## config.mk

```make
export PLATFORM = sky130hd
export DESIGN_NAME = feature_binarizer
export DESIGN_NICKNAME = d
export VERILOG_FILES = /design/src/rtl/feature_binarizer.sv
export SDC_FILE = /design/constraint.sdc
export NUM_CORES = 2
export LEC_CHECK = 0
export ABC_AREA = 1
export BUFFER_PORTS_ARGS = -buffer_cell sky130_fd_sc_hd__buf_2
export CORE_MARGIN = 3
export CORE_UTILIZATION = 55
export DETAILED_ROUTE_END_ITERATION = 10
export PLACE_DENSITY = 0.7
export SYNTH_ARGS = -nofsm -noshare
export SYNTH_HDL_FRONTEND = slang
export SYNTH_SLANG_ARGS = --single-unit
export TNS_END_PERCENT = 100
```

## constraint.sdc

```tcl
create_clock -name clk -period 2.95 [get_ports clk]
set_input_delay 0.59 -clock clk [delete_from_list [all_inputs] [get_ports clk]]
set_output_delay 0.59 -clock clk [all_outputs]
set_load 0.01 [all_outputs]
```

## src/rtl/feature_binarizer.sv

```systemverilog
// rtl/feature_binarizer.sv - thresholds MFCC/flux samples into one Boolean feature vector per frame
// Optional BINARIZER_FRAME_CNT_EN adds a 16-bit handshaked-frame counter output.
module feature_binarizer #(
  parameter int N_MEL     = 32,
  parameter int BIT_WIDTH = 16
) (
  input  logic                     clk,
  input  logic                     rst,
  input  logic                     spi_en_inf_system_sync,
  input  logic                     cfg_thr_we,
  input  logic                     cfg_thr_sel,
  input  logic [$clog2(N_MEL)-1:0] cfg_thr_addr,
  input  logic [BIT_WIDTH-1:0]     cfg_thr_data,
  input  logic                     valid_in,
  input  logic [BIT_WIDTH-1:0]     mfcc_data_in,
  input  logic [BIT_WIDTH-1:0]     flux_data_in,
  output logic                     ready_out,
  output logic                     frame_valid,
  input  logic                     frame_ready,
  output logic [2*N_MEL-1:0]       frame_bits,
`ifdef BINARIZER_FRAME_CNT_EN
  output logic [15:0]              frame_cnt,
`endif
  output logic                     fifo_overflow
);

  localparam int AW = $clog2(N_MEL);

  typedef enum logic {COLLECT, HOLD} state_t;

  state_t                 state, state_nxt;
  logic [BIT_WIDTH-1:0]   thr_m [N_MEL];
  logic [BIT_WIDTH-1:0]   thr_f [N_MEL];
  logic [BIT_WIDTH-1:0]   fifo_m [2];
  logic [BIT_WIDTH-1:0]   fifo_f [2];
  logic                   wr_ptr, rd_ptr;
  logic [1:0]             count;
  logic [AW-1:0]          band;
  logic                   en, fifo_empty, fifo_full;
  logic                   push_req, push, pop, overflow_set;

  assign en         = spi_en_inf_system_sync;
  assign fifo_empty = (count == 2'd0);
  assign fifo_full  = (count == 2'd2);

  // A full FIFO still accepts a push when the head leaves in the same cycle.
  assign pop          = en && (state == COLLECT) && !fifo_empty;
  assign push_req     = en && valid_in;
  assign push         = push_req && (!fifo_full || pop);
  assign overflow_set = push_req && fifo_full && !pop;

  assign ready_out   = !rst && en && (state == COLLECT) && fifo_empty;
  assign frame_valid = (state == HOLD);

  always_comb begin
    state_nxt = state;
    case (state)
      COLLECT: if (pop && band == AW'(N_MEL - 1)) state_nxt = HOLD;
      HOLD:    if (frame_ready) state_nxt = COLLECT;
      default: state_nxt = COLLECT;
    endcase
  end

  always_ff @(posedge clk) begin
    if (rst) begin
      for (int i = 0; i < N_MEL; i++) begin
        thr_m[i] <= '0;
        thr_f[i] <= '0;
      end
    end else if (cfg_thr_we) begin
      if (cfg_thr_sel) thr_f[cfg_thr_addr] <= cfg_thr_data;
      else             thr_m[cfg_thr_addr] <= cfg_thr_data;
    end
  end

  always_ff @(posedge clk) begin
    if (push) begin
      fifo_m[wr_ptr] <= mfcc_data_in;
      fifo_f[wr_ptr] <= flux_data_in;
    end
  end

  always_ff @(posedge clk) begin
    if (rst) begin
      state         <= COLLECT;
      band          <= '0;
      count         <= '0;
      wr_ptr        <= 1'b0;
      rd_ptr        <= 1'b0;
      frame_bits    <= '0;
      fifo_overflow <= 1'b0;
    end else if (!en) begin
      state      <= COLLECT;
      band       <= '0;
      count      <= '0;
      wr_ptr     <= 1'b0;
      rd_ptr     <= 1'b0;
      frame_bits <= '0;
    end else begin
      state <= state_nxt;
      if (push) wr_ptr <= ~wr_ptr;
      if (pop) begin
        rd_ptr                   <= ~rd_ptr;
        band                     <= band + 1'b1;
        frame_bits[band]         <= fifo_m[rd_ptr] > thr_m[band];
        frame_bits[{1'b1, band}] <= fifo_f[rd_ptr] > thr_f[band];
      end
      case ({push, pop})
        2'b10:   count <= count + 2'd1;
        2'b01:   count <= count - 2'd1;
        default: count <= count;
      endcase
      if (overflow_set) fifo_overflow <= 1'b1;
    end
  end

`ifdef BINARIZER_FRAME_CNT_EN
  always_ff @(posedge clk) begin
    if (rst || !en)                   frame_cnt <= '0;
    else if (frame_valid && frame_ready) frame_cnt <= frame_cnt + 16'd1;
  end
`endif

endmodule

```

### Yosys cells after proc, flatten, opt, wreduce, memory -nomap -nowiden

Memories as Yosys holds them, arrays and structs flattened. A register that Yosys moved wholly into a read port is not among the register bits.
Cells that the tools add are included.
Widths: inputs -> output; s select.

| word-level totals | value |
|---|---|
| flip-flop bits (word level) | 75 |
| RAM bits | 1088 |
| input bits | 60 |
| logic and storage cells | 87 |
| memories kept | 4 |

Memory list:

| memory | depth | width | read ports | clocked after memory_dff | write ports | RTL line | text |
|---|---|---|---|---|---|---|---|
| thr_f | 32 | 16 | 1 | 1 | 32 | 33 | `logic [BIT_WIDTH-1:0] thr_f [N_MEL];` |
| thr_m | 32 | 16 | 1 | 1 | 32 | 32 | `logic [BIT_WIDTH-1:0] thr_m [N_MEL];` |
| fifo_f | 2 | 16 | 1 | 1 | 1 | 35 | `logic [BIT_WIDTH-1:0] fifo_f [2];` |
| fifo_m | 2 | 16 | 1 | 1 | 1 | 34 | `logic [BIT_WIDTH-1:0] fifo_m [2];` |

| operators by class | value |
|---|---|
| add/sub/neg operators | 3 |
| $lt $le $gt $ge | 6 |
| equality and inequality tests | 4 |
| muxes and demuxes | 36 |
| bitwise logic cells | 4 |
| reduce and logical (&&, ||, !) cells | 23 |

Operator list:

| kind | count |
|---|---|
| $bwmux 64 | 2 |
| $gt 16x16->1 | 2 |
| $mux 16 | 2 |
| $reduce_or 16->1 | 2 |
| $mux 5 | 6 |
| $mux 1 | 22 |
| $logic_and 1x1->1 | 12 |
| $demux 1 s5 | 2 |
| $lt 5x7->1 const B | 1 |
| $lt 6x7->1 const B | 1 |
| $ge 6x1->1 const B | 1 |
| $add 5x1->5 const B | 1 |
| $eq 5x5->1 const B | 1 |
| $ge 5x1->1 const B | 1 |
| $eq 2x2->1 const B | 2 |
| $logic_not 1->1 | 4 |
| $not 1->1 | 4 |
| $pmux 2 s2 | 1 |
| $add 2x1->2 const B | 1 |
| $eq 2x1->1 const B | 1 |
| $logic_not 2->1 | 1 |
| $pmux 1 s2 | 1 |
| $reduce_and 2->1 | 1 |
| $reduce_bool 2->1 | 1 |
| other kinds (3) | 3 |

### Logic depth before layout (Yosys ltp)

| depth | value |
|---|---|
| word-level depth | 7 |
| gate-level depth with buffers | 24 |
| gate-level depth less buffers | 21 |

### Least setup slack after synthesis

OpenSTA, ideal clock, no wires.

| path | value |
|---|---|
| path kind | input to register |
| from | input spi_en_inf_system_sync |
| to | memory fifo_f[1][0], enable pin |
| arrival time | 2.319 ns |
| data required time | 2.527 ns |
| setup slack | 0.208 ns |
| stages | 4 |
| buffers on the path | 0 |
| path through | nand3_2 nand3_1 nand2_1 nor2_1 |

| between the ends | value |
|---|---|
| word-level cells in the longest chain between the ends | 6 |
| elaborated cells between the ends (all ways) | 7 |

RTL lines:

| what | RTL line | text |
|---|---|---|
| from (decl) | 9 | `input logic spi_en_inf_system_sync,` |
| $logic_and 1x1->1 (2 in series) | 47 | `assign pop = en && (state == COLLECT) && !fifo_empty;` |
| $logic_or 1x1->1 | 49 | `assign push = push_req && (!fifo_full \|\| pop);` |
| $logic_and 1x1->1 * | 49 |  |
| $mux 1 * | 77 | `if (push) begin` |
| $mux 1 (implied by the code) * | 79 | `fifo_f[wr_ptr] <= flux_data_in;` |
| to (decl) | 35 |  |

Every way passes the cells marked *; elsewhere a longest branch is shown, timed or not.

==> key figures <==
Status
  – Status: complete, but fails checks
  – Failing checks: setup timing

Clock network
  – CTS tree: built
  – Clk slew on worst S/H paths: 0.06 ns
  – Clock tree buffer depth: 3
  – Htree depth: 3
  – CTS root buffer: clkbuf_16
  – Num CTS Buffers: 116
  – Worst-skew pair later-pin latency: 0.71 ns
  – TritonCTS Sinks: 1169

STA
  – Worst Hold Slack: 0.0785 ns
  – Slew at the pin with the worst max-slew slack: 1.18 ns
  – Max Slew Vio Count: 0
  – RSZ-0062 raised after global routing: yes
  – Crit share post-route: 107%
  – Final WS setup: -0.195 ns
  – Final hold vios: 0
  – Clock Skew: 0.0234 ns
  – Worst rel slew slack: 21.6%
  – Tmin final: 3.14 ns
  – FMAX: 318 MHz
  – Final setup fails: 64

Setup path
  – CP max stage delay: 0.43 ns
  – WS Path Type: reg2reg
  – Worst path top cell family by delay: simple AND/OR/NAND/NOR gates
  – Reg2reg setup slack: -0.19 ns
  – Crit path launch type: flop
  – Worst path most repeated cell: nand2_1
  – Critical-path top delay cell: o31ai_1
  – CP Data Arrival Time: 3.70 ns
  – Critical path buffers and inverters: 6
  – Reg2reg end: frame_bits[23]
  – Worst path cell trace: buf_12 > buf_6 > clkinv_16 > buf_4 > nor2_1 > nor2_1 > o31ai_1 > nand2_1 > nand2_1 > ha_1 > nand2_1 > inv_1 > nand2_1 > nand2_1 > nand2_1 > nand2_1 > nand2_1 > nand2_1 > nand2_4 > buf_12 > a21oi_1
  – Worst r2r path cells: 21
  – Crit Path Max Fanout: 16
  – Crit. End Element: flop
  – Worst EP required: 3.51 ns

GRT
  – Congestion Overflow GR: 0
  – Vias in the first global route: 38245
  – Largest net degree at the start of global routing: 74
  – First-pass GRT wire length: 231 mm
  – All-Layer GR Usage: 30.9%
  – Initial antenna violation count: 2

Power and ir drop
  – Sequential share of power: 53.0%
  – P_leak: 0.0237 uW
  – Combinational Power Share: 6.5%
  – Worst VDD drop: 0.538 mV
  – Internal Power: 27700 uW
  – Sw Ratio: 23.0%
  – Power Dens Cells: 597 nW/um^2
  – Psw: 8280 uW
  – Clk pwr share: 40.5%
  – Power Total: 36000 uW

Yosys
  – Ys Warns: 0
  – Post-synth EDFFs: 1088
  – Synth Cell Area: 52100 sq um
  – Synth area leader: edfxtp_1
  – Top FF cell, synth: edfxtp_1
  – Synth area leaders: edfxtp_1 (63%), nand2_1 (9.2%), nor2_1 (8.7%), nand3_1 (5.2%), dfxtp_1 (3.1%)
  – #FFs+latches synth: 1169
  – Mapped Avg Cell Area: 9.91 sq um
  – Synth unique cells: 30
  – Post-Synthesis Cells: 5255
  – Synth Net Count: 5353
  – Top-area cell type share of the netlist area: 62.7%
  – Async set-or-reset flop fraction in the synthesized netlist: 0%
  – Post-synthesis sequential area ratio: 65.8%

Detailed routing
  – First-iteration detailed-routing DRC count: 5835
  – Pre-antenna DRT Iters: 6
  – Drt total wl: 156 mm
  – Vias after detailed routing: 40159
  – Number of remaining DRC errors: 0
  – Antenna Nets Post-Route: 0
  – DR vias/cell: 5.92
  – Per-cell routed wire length: 23.0 um

Placement
  – Pre-CTS setup slack: -0.246 ns
  – DP HPWL: 96.8 mm
  – Inst Count DP: 6537
  – Placed cell areas: 55700 sq um
  – Final Wtd Congestion: 0.929
  – Port bufs: 126

Hold path
  – Class of the worst hold path: in2reg
  – Endpoint, Worst Hold: fifo_f[1][8]
  – Worst hold start: flux_data_in[8]
  – Worst hold stages: 1

Final layout
  – Final #Nets: 5522
  – Post-route non-filler standard cell count: 6782
  – Layout cell share with drive strength beyond 1: 14.7%
  – Final Instance Area: 60300 sq um
  – Area Growth Syn to Fin: 15.8%

Floorplan
  – Die Y: 314 um
  – Initial core utilization: 55.6%
  – Die W: 314 um
  – Area of the die: 98400 sq um
  – Placeable Area: 93600 sq um
  – Io pins: 127
  – Num rows: 112

Job
  – Max Cap Viol: 0
-- power groups by stage --
| stage | Sequential (uW) | Clock [uW] | Combinational [uW] |
|---|---|---|---|
| 6_report | 19100 | 14600 | 2340 |
| 5_1_grt | 19100 | 15300 | 2500 |
| 4_1_cts | 19100 | 14700 | 2190 |
| 3_5_place_dp | 19400 | 0 | 2170 |
| 3_3_place_gp | 19400 | 0 | 2140 |
| 2_1_floorplan | 19400 | 0 | 1220 |
-- final cells by class --
class                           count  area (sq um)
Antenna cell                        1          2.50
Clock buffer                      141          3130
Clock inverter                     80           606
Fill cell                        7411         33300
Inverter                           57           268
Multi-Input combinational cell   3619         16100
Sequential cell                  1169         34300
Tap cell                         1254          1570
Timing Repair Buffer              459          4270
Timing Repair inverter              2          46.3
-- kinds of logic (layout without fill, tap and decap cells) --
| group | Yosys count | after routing | share of synthesized area, % |
|---|---|---|---|
| and+or+nand+nor | 3068 | 3068 | 23.9 |
| muxes | 32 | 32 | 0.687 |
| other | 0 | 1 | 0 |
| buffers and inverters | 467 | 739 | 3.76 |
| AOI/OAI and AO/OA | 481 | 481 | 4.93 |
| adders and majority gates | 38 | 38 | 0.913 |
| DFF | 1169 | 1169 | 65.8 |
-- cells in the mapped netlist, drive strengths merged (38+ instances only) --
library cell,count
nand3,561
edfxtp,1088
inv,56
a21oi,281
o21ai,135
o31ai,62
ha,38
clkbuf,233
dfxtp,81
nor2,1213
nand2,1279
buf,177
-- worst max-delay path by stage --
stage,start,to,slack [ns],cells past startpoint
after floorplan,spi_en_inf_system_sync,fifo_f[1][0],0.21,4
after global placement,flop,frame_bits[47],-0.24,20
after detailed placement,flop,frame_bits[39],-0.25,18
after CTS,flop,frame_bits[7],-0.16,20
after global routing,flop,frame_bits[23],-0.27,21
final,flop,frame_bits[23],-0.19,21
-- flip-flops by register name, indices dropped and copies added, names as in the netlist, named ones only --
register and cells:
fifo_f 32, fifo_m 32, fifo_overflow 1, count 2, rd_ptr 1, thr_m 512, frame_valid 1, wr_ptr 1
thr_f 512, band 5, frame_bits 64
-- per-layer routing --
metal	wire (um)	track usage [%]	share of wire, %	vias to the layer above
li1	-	-	-	18125
met1	58300	41.6	37	19253
met2	75200	50.0	48	2375
met3	15200	4.38	9.7	406
met4	7550	14.8	4.8	0
met5	0	0	0	-
-- layout by cell type (no fill, tap or decap), types with 5 or more instances in the layout --
cell type / synthesis / layout
buf_16: 0 / 5
a21oi_2: 0 / 22
o31ai_1: 62 / 49
nand2_2: 8 / 25
nand3_1: 536 / 526
buf_6: 2 / 13
edfxtp_1: 1088 / 1088
buf_12: 0 / 64
clkbuf_1: 233 / 14
nand2_1: 1271 / 1252
inv_1: 30 / 29
bufinv_16: 0 / 8
clkinv_1: 1 / 30
clkbuf_16: 0 / 128
buf_2: 145 / 126
inv_2: 26 / 10
a21oi_1: 281 / 259
o31ai_2: 0 / 13
nor3_1: 9 / 8
nor2_4: 2 / 6
o21ai_0: 135 / 126
o21ai_1: 0 / 9
nand3_2: 25 / 35
clkinv_2: 0 / 46
inv_6: 0 / 6
mux2_2: 30 / 30
nor2_1: 1210 / 1205
ha_1: 38 / 37
buf_4: 3 / 239
dfxtp_1: 81 / 77
-- stage by stage --
step / util (%) / TNS, ns
after CTS: 63.7 / -8.25
after floorplan: - / 0
after global routing: 64.4 / -14.70
final: 64.4 / -9.25
after global placement: 59.5 / -11.80
after detailed placement: 59.5 / -12.93
-- what timing repair did --
item	CTS	global route
pin swaps	1	20
hold buffers	0	0
gates cloned	2	11
endpoints found under the setup margin	64	64
setup buffers	0	11
gates resized for setup	15	101
No activity file was read; power rests on OpenSTA's default activity.
